--- src/rtl/uart_avm_sequencer.sv ---
// uart_avm_sequencer: Avalon-MM master that polls the UART status register,
// drains received bytes into a 4-entry FIFO and writes queued transmit bytes,
// alternating between rx and tx service when both are ready.
module uart_avm_sequencer #(
    parameter int         POLL_DIV    = 16,
    parameter int         TIMEOUT     = 64,
    parameter logic [4:0] ADDR_RXDATA = 5'd0,
    parameter logic [4:0] ADDR_TXDATA = 5'd1,
    parameter logic [4:0] ADDR_STATUS = 5'd2
) (
    input  logic        clk,
    input  logic        rst_n,
    output logic [4:0]  avm_address,
    output logic        avm_read,
    output logic        avm_write,
    output logic [15:0] avm_writedata,
    input  logic [15:0] avm_readdata,
    input  logic        avm_readdatavalid,
    input  logic        avm_waitrequest,
    output logic [7:0]  rx_data,
    output logic        rx_valid,
    input  logic        rx_ready,
    input  logic [7:0]  tx_data,
    input  logic        tx_valid,
    output logic        tx_ready,
    output logic [2:0]  fifo_level,
    output logic        timeout_err,
    input  logic        clr_err
);
    typedef enum logic [2:0] {IDLE, ST_RD, ST_WAIT, DECIDE, RX_RD, RX_WAIT, TX_WR} state_t;

    localparam int PW = (POLL_DIV > 1) ? $clog2(POLL_DIV) : 1;
    localparam int TW = (TIMEOUT > 1) ? $clog2(TIMEOUT) : 1;
    localparam logic [PW-1:0] POLL_LAST = PW'(POLL_DIV - 1);
    localparam logic [TW-1:0] TO_LAST   = TW'(TIMEOUT - 1);

    state_t          r_state;
    state_t          w_next;
    logic [PW-1:0]   r_poll_cnt;
    logic [TW-1:0]   r_to_cnt;
    logic            r_rrdy;
    logic            r_trdy;
    logic            r_last_tx;
    logic            r_timeout_err;
    logic            r_tx_full;
    logic [7:0]      r_tx_byte;
    logic [7:0]      r_fifo [4];
    logic [2:0]      r_wr_ptr;
    logic [2:0]      r_rd_ptr;

    logic [2:0]      w_level;
    logic            w_not_empty;
    logic            w_rx_ok;
    logic            w_tx_ok;
    logic            w_grant_rx;
    logic            w_grant_tx;
    logic            w_push;
    logic            w_pop;
    logic            w_timeout;
    logic            w_tx_load;
    logic            w_tx_done;
    logic            w_unused;

    assign w_level     = r_wr_ptr - r_rd_ptr;
    assign w_not_empty = (w_level != 3'd0);
    assign w_rx_ok     = r_rrdy && (w_level < 3'd4);
    assign w_tx_ok     = r_trdy && r_tx_full;
    assign w_pop       = w_not_empty && rx_ready;
    assign w_tx_load   = tx_valid && !r_tx_full;
    assign w_unused    = &{1'b0, avm_readdata[15:8]};

    assign rx_data     = r_fifo[r_rd_ptr[1:0]];
    assign rx_valid    = w_not_empty;
    assign fifo_level  = w_level;
    assign tx_ready    = !r_tx_full;
    assign timeout_err = r_timeout_err;

    // State register.
    always_ff @(posedge clk or negedge rst_n) begin
        if (!rst_n) r_state <= IDLE;
        else        r_state <= w_next;
    end

    // Next-state logic, bus strobes decoded from the registered state, and grant/push/timeout events.
    always_comb begin
        w_next        = r_state;
        avm_read      = 1'b0;
        avm_write     = 1'b0;
        avm_address   = 5'd0;
        avm_writedata = 16'h0000;
        w_grant_rx    = 1'b0;
        w_grant_tx    = 1'b0;
        w_push        = 1'b0;
        w_timeout     = 1'b0;
        w_tx_done     = 1'b0;
        case (r_state)
            IDLE: begin
                if (r_poll_cnt == POLL_LAST) w_next = ST_RD;
            end
            ST_RD: begin
                avm_read    = 1'b1;
                avm_address = ADDR_STATUS;
                if (!avm_waitrequest) w_next = ST_WAIT;
            end
            ST_WAIT: begin
                if (avm_readdatavalid) begin
                    w_next = DECIDE;
                end else if (r_to_cnt == TO_LAST) begin
                    w_timeout = 1'b1;
                    w_next    = IDLE;
                end
            end
            DECIDE: begin
                // On a tie the side not served last time wins.
                if (w_rx_ok && w_tx_ok) begin
                    w_grant_rx = r_last_tx;
                    w_grant_tx = !r_last_tx;
                end else begin
                    w_grant_rx = w_rx_ok;
                    w_grant_tx = w_tx_ok;
                end
                if (w_grant_rx)      w_next = RX_RD;
                else if (w_grant_tx) w_next = TX_WR;
                else                 w_next = IDLE;
            end
            RX_RD: begin
                avm_read    = 1'b1;
                avm_address = ADDR_RXDATA;
                if (!avm_waitrequest) w_next = RX_WAIT;
            end
            RX_WAIT: begin
                if (avm_readdatavalid) begin
                    w_push = 1'b1;
                    w_next = IDLE;
                end else if (r_to_cnt == TO_LAST) begin
                    w_timeout = 1'b1;
                    w_next    = IDLE;
                end
            end
            TX_WR: begin
                avm_write     = 1'b1;
                avm_address   = ADDR_TXDATA;
                avm_writedata = {8'h00, r_tx_byte};
                if (!avm_waitrequest) begin
                    w_tx_done = 1'b1;
                    w_next    = IDLE;
                end
            end
            default: w_next = IDLE;
        endcase
    end

    // Poll dwell counter: advances only while staying in IDLE, so it is zero on every IDLE entry.
    always_ff @(posedge clk or negedge rst_n) begin
        if (!rst_n)                                   r_poll_cnt <= '0;
        else if (r_state == IDLE && w_next == IDLE)   r_poll_cnt <= r_poll_cnt + 1'b1;
        else                                          r_poll_cnt <= '0;
    end

    // Readdatavalid timeout counter, running only while waiting in ST_WAIT or RX_WAIT.
    always_ff @(posedge clk or negedge rst_n) begin
        if (!rst_n)
            r_to_cnt <= '0;
        else if ((r_state == ST_WAIT || r_state == RX_WAIT) && w_next == r_state)
            r_to_cnt <= r_to_cnt + 1'b1;
        else
            r_to_cnt <= '0;
    end

    // Status flag capture, arbitration history and sticky timeout flag (a new timeout beats clr_err).
    always_ff @(posedge clk or negedge rst_n) begin
        if (!rst_n) begin
            r_rrdy        <= 1'b0;
            r_trdy        <= 1'b0;
            r_last_tx     <= 1'b1;
            r_timeout_err <= 1'b0;
        end else begin
            if (r_state == ST_WAIT && avm_readdatavalid) begin
                r_rrdy <= avm_readdata[7];
                r_trdy <= avm_readdata[6];
            end
            if (w_grant_rx)      r_last_tx <= 1'b0;
            else if (w_grant_tx) r_last_tx <= 1'b1;
            if (w_timeout)       r_timeout_err <= 1'b1;
            else if (clr_err)    r_timeout_err <= 1'b0;
        end
    end

    // Transmit holding buffer occupancy.
    always_ff @(posedge clk or negedge rst_n) begin
        if (!rst_n)         r_tx_full <= 1'b0;
        else if (w_tx_load) r_tx_full <= 1'b1;
        else if (w_tx_done) r_tx_full <= 1'b0;
    end

    // Transmit byte storage; contents are meaningless while the buffer is empty.
    always_ff @(posedge clk) begin
        if (w_tx_load) r_tx_byte <= tx_data;
    end

    // Receive FIFO pointers with wrap bit; simultaneous push and pop both advance.
    always_ff @(posedge clk or negedge rst_n) begin
        if (!rst_n) begin
            r_wr_ptr <= 3'd0;
            r_rd_ptr <= 3'd0;
        end else begin
            if (w_push) r_wr_ptr <= r_wr_ptr + 3'd1;
            if (w_pop)  r_rd_ptr <= r_rd_ptr + 3'd1;
        end
    end

    // Receive FIFO storage.
    always_ff @(posedge clk) begin
        if (w_push) r_fifo[r_wr_ptr[1:0]] <= avm_readdata[7:0];
    end
endmodule

--- config.mk ---
export PLATFORM = sky130hd
export DESIGN_NAME = uart_avm_sequencer
export DESIGN_NICKNAME = d
export VERILOG_FILES = /design/src/rtl/uart_avm_sequencer.sv
export SDC_FILE = /design/constraint.sdc
export NUM_CORES = 1
export LEC_CHECK = 0
export ABC_CLOCK_PERIOD_IN_PS = 6000
export CAP_MARGIN = 5
export CORE_MARGIN = 2
export CORE_UTILIZATION = 53
export CTS_CLUSTER_SIZE = 10
export DETAILED_ROUTE_END_ITERATION = 6
export HOLD_SLACK_MARGIN = 0.1
export PLACE_DENSITY = 0.82
export SYNTH_ARGS = -nofsm -noshare
export SYNTH_HDL_FRONTEND = slang
export SYNTH_SLANG_ARGS = --single-unit
--- constraint.sdc ---
create_clock -name clk -period 6 [get_ports clk]
set_input_delay 0.9 -clock clk [delete_from_list [all_inputs] [get_ports clk]]
set_output_delay 0.9 -clock clk [all_outputs]
set_load 0.02 [all_outputs]
# Yosys cells after proc, flatten, opt, wreduce, memory -nomap -nowiden
# Memory sizes are Yosys's and may differ from the RTL's.
# Cells that the tools add are included.
[totals]
elab_cells = 83
input_bits = 31
mem_count = 1
ramBits = 32
regBits = 32
[classes]
add_sub_neg = 5
n_mux = 37
magnitude_cmp = 1
eq_ne = 9
n_reduce_logical = 19
[mem_list]
columns = ["memory", "words", "word_bits", "rd", "rd_ports_with_merged_regs", "write_ports", "line_no", "text"]
rows = [
  ["r_fifo", 4, 8, 1, 0, 1, "47", "logic [7:0] r_fifo [4];"],
]
[op_table]
columns = ["cell", "n"]
rows = [
  ["$mux W3", 9],
  ["$mux W1", 23],
  ["$pmux W3 S7", 1],
  ["$eq A3 B3 Y1 const B", 3],
  ["$logic_and A1 B1 Y1", 8],
  ["$mux W8", 1],
  ["$add A3 B1 Y3 const B", 2],
  ["$add A6 B1 Y6 const B", 1],
  ["$eq A3 B2 Y1 const B", 2],
  ["$eq A6 B6 Y1 const B", 1],
  ["$logic_not A3 Y1", 2],
  ["$mux W6", 1],
  ["$reduce_bool A2 Y1", 3],
  ["$add A4 B1 Y4 const B", 1],
  ["$eq A4 B4 Y1 const B", 1],
  ["$mux W4", 1],
  ["$pmux W2 S2", 1],
  ["$reduce_or A2 Y1", 2],
  ["$eq A3 B1 Y1 const B", 1],
  ["$eq A3 B3 Y1", 1],
  ["$lt A3 B3 Y1 const B", 1],
  ["$reduce_bool A3 Y1", 1],
  ["$sub A3 B3 Y3", 1],
  ["$logic_not A1 Y1", 2],
  ["$logic_or A1 B1 Y1", 1],
]

# Longest topological paths before layout
# Gate-level depths: netlist of run 1.
[logic_depth]
ltp_word = 12
mapped_depth = 7
depth_no_buf = 7

# Worst setup path before layout of run 1
# No wires, ideal clock.
[synth_timing]
path_kind = "register to output"
from = "register r_wr_ptr[0]"
to = "output port fifo_level[2]"
n_path_buf = 0
stages_incl_launch_ff = 6
arrival_time_ns = 1.464
path_slack_ns = 3.636
cell_sequence = "dfrtp_1 inv_1 ha_1 fa_1 xnor3_2 inv_1"
[synth_between]
elab_chain_len = 1
[synth_rtl]
columns = ["element", "line_no", "text"]
rows = [
  ["start, declared", "48", "logic [2:0] r_wr_ptr;"],
  ["start signal, assigned", "207", "if (w_push) r_wr_ptr <= r_wr_ptr + 3'd1;"],
  ["$sub A3 B3 Y3", "64", "assign w_level = r_wr_ptr - r_rd_ptr;"],
  ["end, declared", "26", "output logic [2:0] fifo_level,"],
]
# Every way passes these cells.

# Final worst setup path of run 1
[layout_timing]
from = "register r_rd_ptr[0]"
to = "output port rx_valid"
[layout_between]
elab_chain_len = 2
[layout_rtl]
columns = ["element", "line_no", "text"]
rows = [
  ["start, declared", "49", "logic [2:0] r_rd_ptr;"],
  ["start signal, assigned", "208", "if (w_pop) r_rd_ptr <= r_rd_ptr + 3'd1;"],
  ["$sub A3 B3 Y3", "64", ""],
  ["$reduce_bool A3 Y1", "65", "assign w_not_empty = (w_level != 3'd0);"],
  ["end, declared", "21", "output logic rx_valid,"],
]
# Every way passes these cells.

==> flow_metrics.tcl, run 1 <==
set metrics [dict create \
    status "finished, final reports clean" \
    cp_cell_sequence "ha_1 -> fa_1 -> xnor3_2 -> nand3_2 -> clkdlybuf4s50_1" \
    clkTransAtPathRegs_ns 0.07 \
    ys_seq_area_frac 0.630 \
    clk_latency_ns 0.33 \
    grt_max_degree 25 \
    slew_viol_final 0 \
    crit_path_top_delay_cell "dfrtp_1" \
    syn_to_final_growth_pct 23.9 \
    clock-sinks 64 \
    period_minus_slack_ns 3.57 \
    wire_per_inst_um 14.4 \
    worstPathRequired_ns 5.10 \
    power_leakage_nw 1.41 \
    postCtsHoldBufs 0 \
    netlist_area_mm2 0.00286 \
    overflow 0 \
    cp_max_fo 11 \
    hold_viol_final 0 \
    cpPeakStageDelay_ns 0.61 \
    core_region_area_mm2 0.00517 \
    fin_crit_sh 0.594 \
    die_area_mm2 0.00600 \
    p_per_area_mw_per_mm2 444 \
    drc 0 \
    fillers 371 \
    antenna_cells 0 \
    worstMarginPinSlew_ns 1.11 \
    finalSetupViolations 0 \
    async_flop_share 0.375 \
    ctsHtreeMaxLevel 3 \
    max-vdd-ir-drop_uv 397 \
    fin_setup_tns_ns 0 \
    root_buffer "clkbuf_8" \
    hold_path_class "reg2reg" \
    die-height_um 77.5 \
    maxSlewHeadroom 0.261 \
    io_buffers 48 \
    synth-main-ff-cell "edfxtp_1" \
    vias 1687 \
    cts_buffer_depth 2 \
    syn_inst 205 \
    antenna_left 0 \
    cts_tree "done" \
    worstSetupEndpointType "primary output" \
    cts-resized-gates 0 \
    worst-path-buf-inv 1 \
    drt-initial-drc-count 94 \
    grtUsageTotal 0.171 \
    dpl.hpwl_mm 3.34 \
    cts_setup_buffers 0 \
    initial_core_util 0.553 \
    first_pass_iters 4 \
    crit_family "adder cells" \
    grt_setup_unrepaired "no" \
    crit_type "reg2out" \
    total_power_mw 1.57 \
    drive_gt1_frac 0.104 \
    drv_cap 0 \
    synth_edf_count 40 \
    antenna_found_initial 0 \
    rows 26 \
    finalWeightedCongestion 0.841 \
    fin_nets 294 \
    synth-seq-cells 64 \
    fin_worst_skew_ns 0.00604 \
    synth_cell_types 40 \
    grt_pass1_vias 1682 \
    ys_warn_count 0 \
    wirelength_mm 4.75 \
    grt_pass1_wl_mm 7.82 \
    pin_count 68 \
    via_per_inst 5.13 \
    numCtsBuffers 9 \
    arrival_ns 2.67 \
    worst_setup_path_start_kind "flop" \
    die_x_um 77.5 \
    syn_area_per_cell_um2 14.0 \
    max_freq_mhz 280 \
]
-- final timing paths --
path | from | to | slack, ns | cells after the start
min in group asynchronous | rst_n | r_poll_cnt[1] | 1.17 | 1
max in group asynchronous | rst_n | r_tx_full | 4.17 | 1
hold / removal | r_poll_cnt[0] | r_poll_cnt[0] | 0.46 | 1
setup / recovery | r_rd_ptr[0] | rx_valid | 2.43 | 5
hold reg to reg | r_poll_cnt[0] | r_poll_cnt[0] | 0.46 | 1
setup reg to reg | r_rd_ptr[0] | r_last_tx | 3.74 | 6
-- cell families after synthesis --
group | Yosys count | synth area share
AND/OR/NAND/NOR | 61 | 0.113
XOR/XNOR | 12 | 0.0420
AO/OA/AOI/OAI | 18 | 0.0402
buffers and inverters | 29 | 0.0555
other | 1 | 0.00131
adder cells (fa/ha/maj) | 9 | 0.0420
flip-flops | 64 | 0.630
multiplexers | 11 | 0.0761
-- worst reg2reg max path, delay by kind of cell, from the launching register on --
kind	cells	cell delay [ns]
adder cells (fa/ha/maj)	2	0.72
buffers and inverters	1	0.08
XOR/XNOR	1	0.28
flip-flops	1	0.61
AO/OA/AOI/OAI	1	0.12
AND/OR/NAND/NOR	1	0.40
-- through the flow --
stage / utilization / instances / hold WS, ns / setup slack, ns / cell area, um2
after floorplan: - / 215 / 0.430 / 3.64 / 2900
after global placement: 0.646 / 313 / 0.446 / 2.76 / 3340
after detailed placement: 0.646 / 313 / 0.450 / 2.75 / 3340
after CTS: 0.686 / 329 / 0.459 / 2.38 / 3550
after global routing: 0.686 / 329 / 0.478 / 2.26 / 3550
final: 0.686 / 329 / 0.458 / 2.43 / 3550
-- where the power goes --
part           leakage (nW)  internal, mW  total, mW  switching [mW]
registers             0.663         0.527      0.609          0.0819
clock network         0.102         0.231      0.384           0.153
logic                 0.642         0.303      0.582           0.279
-- Yosys cell counts (2+ instances only) --
cell	number	area [um2]
nand2_1	10	37.5
nor2b_1	3	18.8
xnor2_1	6	52.6
buf_4	12	90.1
xor2_1	5	43.8
o21ai_0	7	35.0
nand3b_1	2	15.0
a31oi_1	3	18.8
mux4_2	8	180
nor2_1	13	48.8
mux2_2	2	22.5
edfxtp_1	40	1200
buf_2	3	15.0
clkbuf_1	3	11.3
o211ai_1	2	15.0
and3_1	6	37.5
dfrtp_1	23	576
nand3_1	7	35.0
inv_1	9	33.8
and2_1	14	87.6
ha_1	8	100
-- routing by layer --
layer | up-vias | share of wire | wire length [um] | GRT usage
met5 | - | 0 | 0 | 0
met4 | 0 | 0.021 | 100 | 0.0857
met3 | 13 | 0.034 | 163 | 0.0430
met2 | 45 | 0.52 | 2460 | 0.291
met1 | 825 | 0.43 | 2030 | 0.203
li1 | 804 | - | - | -
-- cells in the final DEF, fill, tap and decap left out, types with 3 or more instances in the layout --
master,n
nand3_1,7
edfxtp_1,40
nor2_1,13
dfrtp_1,23
nand2_1,10
o21ai_0,7
xor2_1,5
xnor2_1,6
a31oi_1,3
clkbuf_8,9
mux4_2,8
and3_1,6
and2_1,14
inv_1,9
nor2b_1,3
ha_1,8
conb_1,11
clkdlybuf4s50_1,48
-- state kept, by name, indices dropped and copies added, names as in the netlist --
| name | flops |
|---|---|
| r_trdy | 1 |
| r_fifo | 32 |
| r_to_cnt | 6 |
| r_tx_full | 1 |
| r_tx_byte | 8 |
| r_poll_cnt | 4 |
| timeout_err | 1 |
| r_rrdy | 1 |
| r_last_tx | 1 |
| r_wr_ptr | 3 |
| r_rd_ptr | 3 |
| r_state | 3 |
-- area by class of cell --
class | instances | area, um2 | share of cell area
sequential | 64 | 1800 | 0.508
multi-input combinational | 122 | 937 | 0.264
timing repair buffer | 48 | 480 | 0.135
clock buffer | 11 | 131 | 0.0371
tap | 70 | 87.6 | 0.0247
clock inverter | 5 | 72.6 | 0.0205
inverter | 9 | 33.8 | 0.00953
(Power assumes the default switching activity.)
==> run 2, diff against run 1 <==
==> config.mk (replaced) <==
export PLATFORM = sky130hd
export DESIGN_NAME = uart_avm_sequencer
export DESIGN_NICKNAME = d
export VERILOG_FILES = /design/src/rtl/uart_avm_sequencer.sv
export SDC_FILE = /design/constraint.sdc
export NUM_CORES = 1
export LEC_CHECK = 0
export ABC_CLOCK_PERIOD_IN_PS = 3100
export CAP_MARGIN = 5
export CORE_MARGIN = 2
export CORE_UTILIZATION = 45
export CTS_CLUSTER_SIZE = 10
export DETAILED_ROUTE_END_ITERATION = 6
export HOLD_SLACK_MARGIN = 0.1
export PLACE_DENSITY = 0.74
export SYNTH_ARGS = -nofsm -noshare
export SYNTH_HDL_FRONTEND = slang
export SYNTH_SLANG_ARGS = --single-unit
==> constraint.sdc (replaced) <==
create_clock -name clk -period 3.1 [get_ports clk]
set_input_delay 0.465 -clock clk [delete_from_list [all_inputs] [get_ports clk]]
set_output_delay 0.465 -clock clk [all_outputs]
set_load 0.02 [all_outputs]
==> run 2 against run 1 <==
  * First-iteration DRC count shrank 34%
  * Utilization shrank 11 points
  * Via count shrank 1.8%
  * Final area grew 0.67%
  * Global-route usage shrank 1.8 points
  * Clock skew grew 0.0020 ns
  * Cell count grew 2.7%
  * Largest cell class unchanged
==> flow_metrics.tcl, run 2 (synthesized netlist as in run 1, its figures left out) <==
set metrics [dict create \
    multiInputGateArea_um2 937 \
    p_clk_frac 0.243 \
    first_pass_iters 4 \
    die-height_um 83.7 \
    hold_end "r_poll_cnt[0]" \
    antenna_found_initial 0 \
    vias 1656 \
    max-vdd-ir-drop_uv 559 \
    worstMarginPinSlew_ns 0.663 \
    rr_startpoint "r_wr_ptr[0]" \
    rows 29 \
    initial_core_util 0.459 \
    clk_latency_ns 0.34 \
    die_area_mm2 0.00701 \
    fin_nets 296 \
    cts_setup_buffers 0 \
    hold_path_class "reg2reg" \
    hold_viol_final 0 \
    antenna_cells 0 \
    p_comb_frac 0.382 \
    dpl.hpwl_mm 3.36 \
    seqCellArea_mm2 0.00180 \
    die_x_um 83.7 \
    grt_max_degree 25 \
    wire_per_inst_um 14.3 \
    whs_path_depth 1 \
    clock-sinks 64 \
    ctsHtreeMaxLevel 3 \
    drc 0 \
    power_leakage_nw 1.42 \
    pin_count 68 \
    setup_slack_ns 0.150 \
    worst_setup_path_start_kind "flop" \
    r2r_setup_slack_ns 0.99 \
    fin_setup_tns_ns 0 \
    grt_pass1_vias 1731 \
    via_per_inst 4.90 \
    drt-initial-drc-count 62 \
    grt_setup_unrepaired "no" \
    timing.rr.end "r_last_tx" \
    intPower_mw 2.06 \
    p_per_area_mw_per_mm2 858 \
    max_freq_mhz 339 \
    period_minus_slack_ns 2.95 \
    crit_path_top_delay_cell "clkdlybuf4s50_1" \
    finalSetupViolations 0 \
    wirelength_mm 4.82 \
    clkTransAtPathRegs_ns 0.07 \
    cp_cell_sequence "inv_1 -> ha_1 -> fa_1 -> xnor3_2 -> inv_1 -> clkdlybuf4s50_1" \
    postCtsHoldBufs 0 \
    largest_reg_flops 32 \
    cpPeakStageDelay_ns 0.61 \
    drive_gt1_frac 0.111 \
    grtUsageTotal 0.153 \
    cts_tree "done" \
    cts_buffer_depth 2 \
    most-common-layout-cells "48 x clkdlybuf4s50_1, 40 x edfxtp_1, 23 x dfrtp_1" \
    status "finished, final reports clean" \
    drv_cap 0 \
    worstSetupEndpointType "primary output" \
    io_buffers 48 \
    cts-resized-gates 0 \
    numCtsBuffers 9 \
    fin_crit_sh 0.952 \
    pre_cts_slack_ns 0.518 \
    crit_type "reg2out" \
    crit_path_start "r_wr_ptr[0]" \
    overflow 0 \
    min_from "r_poll_cnt[0]" \
    antenna_left 0 \
    critical_path.most_common_cell "inv_1" \
    grt_pass1_wl_mm 8.25 \
    syn_to_final_growth_pct 24.7 \
    fillers 495 \
    worst-path-buf-inv 3 \
    final_common_cell "clkdlybuf4s50_1" \
    holdWs_ns 0.464 \
    maxSlewHeadroom 0.557 \
    fin_worst_skew_ns 0.00806 \
    slew_viol_final 0 \
    r2r_cells 7 \
    switching_share 0.327 \
    power_switching_mw 1.00 \
    core_region_area_mm2 0.00624 \
    root_buffer "clkbuf_8" \
    finalWeightedCongestion 0.730 \
    worstPathRequired_ns 2.63 \
    arrival_ns 2.49 \
    power_frac_seq 0.374 \
    cp_max_fo 4 \
    crit_family "buffers and inverters" \
]
run 2: worst register-to-register path: stages, from the launching register on:
cell and delay [ns]:
dfrtp_1 0.38, inv_1 0.12, ha_1 0.23, fa_1 0.41
xnor3_2 0.29, inv_1 0.08, or3_1 0.41, o21a_1 0.12
run 2: worst max-delay path by stage:
stage | end | depth (start not counted) | slack [ns]
after floorplan | r_rd_ptr[1] | 7 | 1.10
after global placement | fifo_level[2] | 6 | 0.54
after detailed placement | fifo_level[2] | 6 | 0.52
after CTS | fifo_level[2] | 6 | 0.13
after global routing | fifo_level[2] | 6 | 0.04
final | fifo_level[2] | 6 | 0.15
run 2: layout make-up:
type | instances | share of cell area
clock buffers | 11 | 0.0368
clock inverters | 5 | 0.0203
inverters | 9 | 0.00946
multi-input cells | 122 | 0.263
flip-flops and latches | 64 | 0.505
well taps | 77 | 0.0270
repair buffers | 50 | 0.139
run 2: power groups by stage:
stage	clock network (mW)	logic, mW	registers [mW]
CTS	0.759	1.19	1.15
global placement	0	1.17	1.16
detailed placement	0	1.18	1.16
floorplan	0	0.821	1.09
finish	0.745	1.17	1.15
global route	0.796	1.28	1.17
run 2: through the flow:
stage	total power, mW	utilization	cell area, um2	instances
after floorplan	1.92	-	2900	215
after global placement	2.32	0.539	3370	322
after detailed placement	2.35	0.539	3370	322
after CTS	3.10	0.572	3570	338
after global routing	3.24	0.572	3570	338
final	3.06	0.572	3570	338
run 2: metal layers:
| layer | part of all wire | global-route usage |
|---|---|---|
| met5 | 0 | 0 |
| met3 | 0.041 | 0.0386 |
| met2 | 0.51 | 0.247 |
| met1 | 0.43 | 0.190 |
| met4 | 0.024 | 0.0836 |
